==> src/rtl/dmem_pkg.sv <==
// Shared definitions for the data-memory arbiter slice.
// Holds the FSM state encoding and the default memory geometry, so the
// arbiter and the memory it drives agree on width and depth.
package dmem_pkg;

    localparam int DMEM_DATA_W = 32;
    localparam int DMEM_DEPTH  = 1024;

    localparam logic [0:0] ST_IDLE = 1'b0;
    localparam logic [0:0] ST_BUSY = 1'b1;

endpackage

==> src/rtl/dmem_arbiter_if.sv <==
// Requester-side bus of the data-memory arbiter.
// Port 0 = CPU load/store unit, port 1 = program loader / debug access.
//   master modport: requester view (drives req/we/addr/wdata, sees gnt/rdata/rvalid)
//   slave  modport: arbiter view
interface dmem_arbiter_if
    import dmem_pkg::*;
#(
    parameter int ADDR_W = 32,
    parameter int DATA_W = DMEM_DATA_W
);

    logic              req0;
    logic              req1;
    logic              we0;
    logic              we1;
    logic [ADDR_W-1:0] addr0;
    logic [ADDR_W-1:0] addr1;
    logic [DATA_W-1:0] wdata0;
    logic [DATA_W-1:0] wdata1;
    logic              gnt0;
    logic              gnt1;
    logic [DATA_W-1:0] rdata0;
    logic [DATA_W-1:0] rdata1;
    logic              rvalid0;
    logic              rvalid1;

    modport master (
        output req0, req1, we0, we1, addr0, addr1, wdata0, wdata1,
        input  gnt0, gnt1, rdata0, rdata1, rvalid0, rvalid1
    );

    modport slave (
        input  req0, req1, we0, we1, addr0, addr1, wdata0, wdata1,
        output gnt0, gnt1, rdata0, rdata1, rvalid0, rvalid1
    );

endinterface

==> src/rtl/dmem_arbiter_rr_arb2.sv <==
// Two-way round-robin pick, purely combinational.
//   req0, req1 : requests
//   last       : port that owned the bus most recently
//   winner     : selected port (0/1); only meaningful when a request is present
module rr_arb2
    import dmem_pkg::*;
(
    input  logic req0,
    input  logic req1,
    input  logic last,
    output logic winner
);

    // On contention the port that did not go last wins; otherwise the lone
    // requester wins (defaults to 0 when nobody asks).
    always_comb begin
        winner = (req0 && req1) ? ~last : req1;
    end

endmodule

==> src/rtl/dmem_arbiter.sv <==
// Data-memory arbiter: shares one write port + one combinational read port
// between two requesters with round-robin arbitration and bounded bursts.
//   clk, rst      : clock, asynchronous active-high reset
//   bus           : requester bus (dmem_arbiter_if.slave)
//   write_enable  : memory write strobe (suppressed for out-of-range addresses)
//   read_address  : memory read address  (owner's address while BUSY, else 0)
//   write_address : memory write address (owner's address while BUSY, else 0)
//   data_in       : memory write data    (owner's data while BUSY, else 0)
//   data_out      : memory combinational read data
module dmem_arbiter
    import dmem_pkg::*;
#(
    parameter int DATA_W    = DMEM_DATA_W,
    parameter int ADDR_W    = 32,
    parameter int DEPTH     = DMEM_DEPTH,
    parameter int BURST_MAX = 4
)(
    input  logic              clk,
    input  logic              rst,
    dmem_arbiter_if.slave     bus,
    output logic              write_enable,
    output logic [ADDR_W-1:0] read_address,
    output logic [ADDR_W-1:0] write_address,
    output logic [DATA_W-1:0] data_in,
    input  logic [DATA_W-1:0] data_out
);

    localparam int CNT_W = $clog2(BURST_MAX + 1);

    logic [0:0]        state;
    logic              owner;
    logic              last;
    logic [CNT_W-1:0]  cnt;
    logic [DATA_W-1:0] rdata0_q;
    logic [DATA_W-1:0] rdata1_q;
    logic              rvalid0_q;
    logic              rvalid1_q;

    logic              busy;
    logic              req_o;
    logic              req_x;
    logic              we_o;
    logic [ADDR_W-1:0] addr_o;
    logic [DATA_W-1:0] wdata_o;
    logic              gnt_o;
    logic              in_range;
    logic [CNT_W:0]    cnt_inc;
    logic              burst_full;
    logic              idle_pick;
    logic [DATA_W-1:0] rd_val;

    rr_arb2 u_pick (
        .req0   (bus.req0),
        .req1   (bus.req1),
        .last   (last),
        .winner (idle_pick)
    );

    always_comb begin
        busy     = (state == ST_BUSY);
        req_o    = owner ? bus.req1   : bus.req0;
        req_x    = owner ? bus.req0   : bus.req1;
        we_o     = owner ? bus.we1    : bus.we0;
        addr_o   = owner ? bus.addr1  : bus.addr0;
        wdata_o  = owner ? bus.wdata1 : bus.wdata0;
        gnt_o    = busy && req_o;
        // One extra bit so a DEPTH equal to 2**ADDR_W still compares correctly.
        in_range = {1'b0, addr_o} < (ADDR_W + 1)'(DEPTH);
        // Widened so cnt+1 cannot wrap when BURST_MAX is 2**CNT_W - 1.
        cnt_inc    = {1'b0, cnt} + (CNT_W + 1)'(1);
        burst_full = cnt_inc >= (CNT_W + 1)'(BURST_MAX);
        rd_val     = in_range ? data_out : '0;
    end

    // Everything is derived from state, so reset (which forces IDLE
    // asynchronously) silences the memory strobe immediately.
    always_comb begin
        bus.gnt0      = gnt_o && !owner;
        bus.gnt1      = gnt_o &&  owner;
        write_enable  = gnt_o && we_o && in_range;
        read_address  = busy ? addr_o  : '0;
        write_address = busy ? addr_o  : '0;
        data_in       = busy ? wdata_o : '0;
        bus.rdata0    = rdata0_q;
        bus.rdata1    = rdata1_q;
        bus.rvalid0   = rvalid0_q;
        bus.rvalid1   = rvalid1_q;
    end

    // Read-response registers.
    always_ff @(posedge clk or posedge rst) begin
        if (rst) begin
            rdata0_q  <= '0;
            rdata1_q  <= '0;
            rvalid0_q <= 1'b0;
            rvalid1_q <= 1'b0;
        end else begin
            rvalid0_q <= gnt_o && !we_o && !owner;
            rvalid1_q <= gnt_o && !we_o &&  owner;
            if (gnt_o && !we_o) begin
                if (owner) rdata1_q <= rd_val;
                else       rdata0_q <= rd_val;
            end
        end
    end

    // Ownership FSM and burst counter.
    always_ff @(posedge clk or posedge rst) begin
        if (rst) begin
            state <= ST_IDLE;
            owner <= 1'b0;
            last  <= 1'b1;
            cnt   <= '0;
        end else begin
            case (state)
                ST_IDLE: begin
                    if (bus.req0 || bus.req1) begin
                        state <= ST_BUSY;
                        owner <= idle_pick;
                        cnt   <= '0;
                    end
                end
                default: begin
                    if (gnt_o) begin
                        if (burst_full && req_x) begin
                            owner <= ~owner;
                            last  <= owner;
                            cnt   <= '0;
                        end else if (cnt != CNT_W'(BURST_MAX)) begin
                            cnt <= cnt_inc[CNT_W-1:0];
                        end
                    end else if (req_x) begin
                        owner <= ~owner;
                        last  <= owner;
                        cnt   <= '0;
                    end else begin
                        state <= ST_IDLE;
                        last  <= owner;
                    end
                end
            endcase
        end
    end

endmodule

==> src/flat_wrapper.sv <==
// flat-port wrapper written by rule: the top's interface ports become plain ports
module dmem_arbiter_flat import dmem_pkg::*;
#(
    parameter int DATA_W    = DMEM_DATA_W,
    parameter int ADDR_W    = 32,
    parameter int DEPTH     = DMEM_DEPTH,
    parameter int BURST_MAX = 4
)
  (clk, rst, write_enable, read_address, write_address, data_in, data_out, bus_req0, bus_req1, bus_we0, bus_we1, bus_addr0, bus_addr1, bus_wdata0, bus_wdata1, bus_gnt0, bus_gnt1, bus_rdata0, bus_rdata1, bus_rvalid0, bus_rvalid1);
  dmem_arbiter_if #(.ADDR_W(ADDR_W), .DATA_W(DATA_W)) bus_i ();
  input  logic clk;
  input  logic rst;
  output logic write_enable;
  output logic [ADDR_W-1:0] read_address;
  output logic [ADDR_W-1:0] write_address;
  output logic [DATA_W-1:0] data_in;
  input  logic [DATA_W-1:0] data_out;
  input wire logic [$bits(bus_i.req0)-1:0] bus_req0;
  input wire logic [$bits(bus_i.req1)-1:0] bus_req1;
  input wire logic [$bits(bus_i.we0)-1:0] bus_we0;
  input wire logic [$bits(bus_i.we1)-1:0] bus_we1;
  input wire logic [$bits(bus_i.addr0)-1:0] bus_addr0;
  input wire logic [$bits(bus_i.addr1)-1:0] bus_addr1;
  input wire logic [$bits(bus_i.wdata0)-1:0] bus_wdata0;
  input wire logic [$bits(bus_i.wdata1)-1:0] bus_wdata1;
  output wire logic [$bits(bus_i.gnt0)-1:0] bus_gnt0;
  output wire logic [$bits(bus_i.gnt1)-1:0] bus_gnt1;
  output wire logic [$bits(bus_i.rdata0)-1:0] bus_rdata0;
  output wire logic [$bits(bus_i.rdata1)-1:0] bus_rdata1;
  output wire logic [$bits(bus_i.rvalid0)-1:0] bus_rvalid0;
  output wire logic [$bits(bus_i.rvalid1)-1:0] bus_rvalid1;
  assign bus_i.req0 = bus_req0;
  assign bus_i.req1 = bus_req1;
  assign bus_i.we0 = bus_we0;
  assign bus_i.we1 = bus_we1;
  assign bus_i.addr0 = bus_addr0;
  assign bus_i.addr1 = bus_addr1;
  assign bus_i.wdata0 = bus_wdata0;
  assign bus_i.wdata1 = bus_wdata1;
  assign bus_gnt0 = bus_i.gnt0;
  assign bus_gnt1 = bus_i.gnt1;
  assign bus_rdata0 = bus_i.rdata0;
  assign bus_rdata1 = bus_i.rdata1;
  assign bus_rvalid0 = bus_i.rvalid0;
  assign bus_rvalid1 = bus_i.rvalid1;
  dmem_arbiter #(.DATA_W(DATA_W), .ADDR_W(ADDR_W), .DEPTH(DEPTH), .BURST_MAX(BURST_MAX)) u_core (.clk(clk), .rst(rst), .bus(bus_i), .write_enable(write_enable), .read_address(read_address), .write_address(write_address), .data_in(data_in), .data_out(data_out));
endmodule
==> config.mk <==
export PLATFORM = sky130hd
export DESIGN_NAME = dmem_arbiter_flat
export DESIGN_NICKNAME = d
export VERILOG_FILES = /design/src/rtl/dmem_pkg.sv /design/src/rtl/dmem_arbiter_if.sv /design/src/rtl/dmem_arbiter_rr_arb2.sv /design/src/rtl/dmem_arbiter.sv /design/src/flat_wrapper.sv
export SDC_FILE = /design/constraint.sdc
export NUM_CORES = 1
export LEC_CHECK = 0
export ABC_AREA = 1
export CORE_AREA = 5 5 125 127
export CTS_CLUSTER_DIAMETER = 50
export DETAILED_ROUTE_END_ITERATION = 10
export DIE_AREA = 0 0 130 132
export PLACE_DENSITY = 0.78
export SYNTH_ARGS = -nofsm -noshare
export SYNTH_HDL_FRONTEND = slang
export SYNTH_SLANG_ARGS = --single-unit
==> constraint.sdc <==
create_clock -name clk -period 2.1 [get_ports clk]
set_clock_uncertainty 0.15 [all_clocks]
set_input_delay 0.315 -clock clk [delete_from_list [all_inputs] [get_ports clk]]
set_output_delay 0.315 -clock clk [all_outputs]
set_load 0.1 [all_outputs]
==> metrics.txt, run 1 <==
FMAX 395 MHz; largest net degree at the start of global routing 40; Final Max Tran Viols 0; clock sinks 72; area of the core 14300 um^2; CP required 1630 ps; Peak supply drop 1.38 mV; Synth Area per Inst 6.90 um^2; register clock-pin slew on the reported worst setup and hold paths 60 ps; Hold Vio Cnt, Final 0; Num CTS Buffers 9; H-tree Lvls 3; buffers added on ports 330; die width 130 um; Yosys top cell area share 39.6%; status finished, violations left; crit path setup slack, layout -434 ps; most common cell after layout, fill and taps aside clkdlybuf4s50_1; Register Area 1810 um^2; # Max-Cap Violations 0; Vias/cell 5.22; Hold/Removal Path Class primary input to asynchronous set/reset pin; Synth Net Count 818; Seq/Total Area, Yosys 40.2%; share of layout cells above drive strength 1 51.8%; setup tns final -29680 ps; Area growth syn-to-layout 158%; WL/cell 23.0 um; first-pass GRT wire length 32200 um; kind of critical path flop to output pin; Boundary Pins 331; post-synth cell types 25; CP Capture Type output pin; final period utilization 121%; CP arrival 2070 ps; Reg2Reg Depth 13; Least-Margin Pin Slew 418 ps; Cell Area, Synth 4490 um^2; Critical Path Start Type flop; commonest cells after routing, fill and taps aside clkdlybuf4s50_1, nand2_1, buf_12, buf_4, nor2_4; antenna-violating nets left 0; Initial Util 31.3%; Seq cells post-synth 72; RePlAce Congestion 0.886; Initial DRC Count 580; nets 1194; via count 6362; worst reg2reg setup slack -240 ps; CTS tree built; clock buffer depth 2; failing checks negative setup slack; drt total wl 28000 um; Die ar. 17200 um^2; unrepaired setup endpoints after global routing yes; worst skew pair latency 330 ps; clk root buf clkbuf_16; crit path max fanout 13; Warnings, synthesis 0; DRC violations left 0; fin crit period 2530 ps; # fillers 765; hold_ws 195 ps; Post-DP HPWL 16700 um; Post-Synthesis Cells 650; setup violators final 161; GRT Total Usage 23.9%; relative slew slack 72.1%; Synth area leader dfrtp_1; Leakage 5.35 nW; pwr dens 1460 nW/um^2; initial antenna violation count 3; drt first pass iters 5; row count 44; die height 132 um; footprint of the multi-input gates 3440 um^2; Synth area leaders dfrtp_1, nand2_1, nor2_1, nand4_1, buf_4; GR Overflow Total 0; vias in the first global route 5833
[state kept, by name (all words and copies together), names as in the netlist]
register            cells
u_core.bus.rdata0      32
u_core.bus.rvalid0      1
u_core.cnt              3
u_core.owner            1
u_core.last             1
u_core.bus.rvalid1      1
u_core.busy             1
u_core.bus.rdata1      32
[timing repair]
action                     in CTS  in global routing
buffers inserted                1                 41
gates resized for setup        32                270
setup endpoints to repair     144                158
hold buffers                    0                  0
pin swaps                       9                 58
gates cloned                    0                 16
[logic make-up (layout without fill, tap and decap cells)]
logic type,Yosys count,in the layout,synth area share (%)
adders and majority gates,2,2,0.558
other,0,3,0
buffers and inverters,111,492,14.1
and+or+nand+nor,404,404,38.1
DFF,72,72,40.2
xor gates and xnor gates,1,1,0.195
AOI/OAI and AO/OA,60,60,6.81
[layout make-up]
type	count	share of cell area (%)
Clock inverter	5	0.896
Antenna cell	3	0.0648
Timing Repair Buffer	445	48.5
Clock buffer	11	2.09
Inverter	31	1.21
Multi-Input combinational cell	467	29.7
Tap cell	184	1.99
Sequential cell	72	15.6
[path summary, 6_finish.rpt]
| kind | start | to |
|---|---|---|
| setup / recovery | u_core.owner | read_address[4] |
| min in group clk | u_core.bus.rdata0[27] | u_core.bus.rdata0[27] |
| hold / removal | rst | u_core.bus.rdata0[17] |
| max in group asynchronous | rst | u_core.last |
| setup reg to reg | u_core.owner | u_core.bus.rdata1[21] |
| hold reg to reg | u_core.bus.rdata0[27] | u_core.bus.rdata0[27] |
[cells in the mapped netlist]
library cell / n
nand2_1: 219
nor2_1: 109
dfrtp_1: 71
nand4_1: 64
o21ai_0: 45
buf_4: 36
inv_1: 26
buf_2: 15
clkbuf_1: 15
a21oi_1: 13
buf_6: 8
nand3_1: 6
buf_1: 5
inv_2: 4
ha_1: 2
nand2_2: 2
nor2_4: 2
a21oi_2: 1
a31oi_1: 1
clkbuf_2: 1
dfstp_2: 1
inv_4: 1
nor2_2: 1
or2_2: 1
xnor2_1: 1
[worst max-delay path: stages (launching register included)]
cell     delay [ps]
dfrtp_2         460
buf_6           160
buf_12          140
buf_4           170
buf_16          160
buf_4           150
o21ai_2         220
nor2_4           80
buf_12          170
[report_power, final]
part | leakage [nW] | internal (mW) | switching, mW
registers | 0.993 | 1.44 | 0.0600
clock network | 0.170 | 1.19 | 0.601
logic | 4.19 | 5.15 | 8.50
total | 5.35 | 7.79 | 9.16
[stage by stage]
stage	setup WS, ps	util, %	power, mW	cell area (um^2)	instances
floorplan	-345	-	9.34	5520	650
CTS	-397	69.7	14.6	9970	1160
global route	-507	81.0	17.3	11600	1218
finish	-434	81.0	16.9	11600	1218
global placement	-148	66.6	12.6	9530	1143
detailed placement	-229	66.6	12.7	9530	1143
[layer usage]
layer | global-route usage [%] | part of all wire (%) | vias up
met4 | 8.72 | 5.8 | 0
met3 | 7.50 | 7.1 | 98
met2 | 41.3 | 53 | 357
met1 | 27.3 | 34 | 3085
li1 | - | - | 2822
met5 | 0 | 0 | -
(Power assumes the default switching activity.)
==> run 2: changes to the inputs <==
- REMOVE_ABC_BUFFERS: not set -> 1
==> run 2 against run 1 <==
Compared with the run above: the flow still finishes with violations (negative setup slack); power down 18%; first-iteration DRC count down 57%; setup slack better by 100 ps; wire length down 24%; sequential share of layout area up 3.3 points; core utilization down 14 points; register-to-register slack better by 320 ps; sequential power about the same; fmax up 4.2%; clock power down 9%; largest power group unchanged; die area unchanged; sequential cell count unchanged.
==> metrics.txt, run 2 (synthesized netlist as in run 1, its figures left out) <==
status finished, violations left; failing checks negative setup slack; buffers added on ports 330; hold_ws 230 ps; combinational power share 77.7%; switching power 7.75 mW; clk root buf clkbuf_16; Hold/Removal Path Class primary input to asynchronous set/reset pin; GRT Total Usage 23.2%; crit path setup slack, layout -333 ps; RePlAce Congestion 0.863; worst skew pair latency 320 ps; Initial Util 31.3%; Leakage 4.78 nW; H-tree Lvls 3; CP Capture Type output pin; Power, Total 14.0 mW; die height 132 um; FMAX 411 MHz; register clock-pin slew on the reported worst setup and hold paths 60 ps; Least-Margin Pin Slew 398 ps; worst reg2reg setup slack 80 ps; first-pass GRT wire length 31300 um; Int Power 6.21 mW; R2R Path End u_core.bus.rdata0[0]; Num CTS Buffers 9; drt first pass iters 5; Reg power frac 10.6%; CTS tree built; via count 5682; Hold Vio Cnt, Final 0; clock buffer depth 2; kind of critical path flop to output pin; Peak supply drop 1.61 mV; Die ar. 17200 um^2; Critical R2R Launch u_core.owner; clock sinks 72; initial antenna violation count 0; commonest cells after routing, fill and taps aside nand2_1, clkdlybuf4s50_1, buf_4, buf_12, nor2_1; GR Overflow Total 0; clock power share 11.7%; vias in the first global route 5533; Switching Share 55.5%; DRC violations left 0; share of layout cells above drive strength 1 31.1%; largest net degree at the start of global routing 73; crit path max fanout 23; WL/cell 18.1 um; antenna diode count 0; CP required 1630 ps; die width 130 um; Vias/cell 4.83; antenna-violating nets left 0; pwr dens 1460 nW/um^2; setup violators final 46; final period utilization 116%; Boundary Pins 331; Setup Buffers After CTS 0; Area growth syn-to-layout 113%; relative slew slack 73.5%; row count 44; Critical Path Start Type flop; CP arrival 1970 ps; post-place setup slack -187 ps; utilization after layout 66.9%; most common cell after layout, fill and taps aside nand2_1; # hold bufs at CTS 0; drt total wl 21300 um; nets 1156; area of the core 14300 um^2; unrepaired setup endpoints after global routing yes; Post-DP HPWL 16700 um; # Max-Cap Violations 0; Reg2Reg Depth 10; fin crit period 2430 ps; Final Max Tran Viols 0; Initial DRC Count 248; setup tns final -5800 ps
[run 2: cell count changes in the layout (fill, tap and decap cells not counted), moves of 9 or more]
cell and delta:
clkbuf_16 -11, o21ai_2 -13, nand2_1 +62, o21ai_0 +34, nand2_4 -9, nor2_1 +80, a21oi_4 -12, nand2_2 -53
buf_6 -19, o21ai_4 -21, nor2_4 -84, buf_12 -9
[run 2: what timing repair did]
item	4_1_cts	5_1_grt
pin swaps	1	0
gates resized for setup	25	37
cloned	0	2
setup endpoints to repair	77	122
[run 2: cell type report]
| cell class | instances | area [um^2] |
|---|---|---|
| Tap cell | 184 | 230 |
| Fill cell | 1116 | 4740 |
| Inverter | 31 | 124 |
| Clock buffer | 10 | 229 |
| Sequential cell | 72 | 1800 |
| Multi-Input combinational cell | 467 | 2200 |
| Clock inverter | 6 | 90.1 |
| Timing Repair Buffer | 407 | 4890 |
[run 2: worst max-delay path: stages, from the launching register on]
cell     delay (ps)
dfrtp_2         460
buf_12          180
nand2_1         110
nand2_1          70
nor2_1          150
nand3_2         110
nor2_4          130
nand2_1          90
nor2_4          140
buf_12          190
[run 2: worst max-delay path by stage]
stage                        startpoint      endpoint  slack [ps]  cells after the start
after floorplan            u_core.owner  write_enable       -3820                      8
after global placement    bus_addr0[24]  write_enable        -190                      9
after detailed placement  bus_addr0[12]  write_enable        -190                     11
after CTS                  u_core.owner  write_enable        -330                     10
after global routing       u_core.owner  write_enable        -430                      9
final                      u_core.owner  write_enable        -330                      9
[run 2: layer usage]
metal	routed length (um)	vias up	GRT usage [%]
met5	0	-	0
met4	670	0	7.79
met3	1920	39	6.85
met2	10800	243	40.2
met1	7880	2669	27.0
li1	-	2731	-
[run 2: power by group through the flow]
| stage | sequential, mW | clock [mW] | combinational [mW] |
|---|---|---|---|
| 2_1_floorplan | 1.65 | 0 | 5.84 |
| 3_3_place_gp | 1.50 | 0 | 10.6 |
| 3_5_place_dp | 1.51 | 0 | 10.6 |
| 4_1_cts | 1.48 | 1.66 | 10.7 |
| 5_1_grt | 1.49 | 1.72 | 11.2 |
| 6_report | 1.49 | 1.63 | 10.8 |
[run 2: metrics by stage]
step           cell area, um^2  cells
3_3_place_gp              9010   1159
2_1_floorplan             3970    570
6_report                  9570   1177
4_1_cts                   9400   1175
3_5_place_dp              9010   1159
5_1_grt                   9570   1177
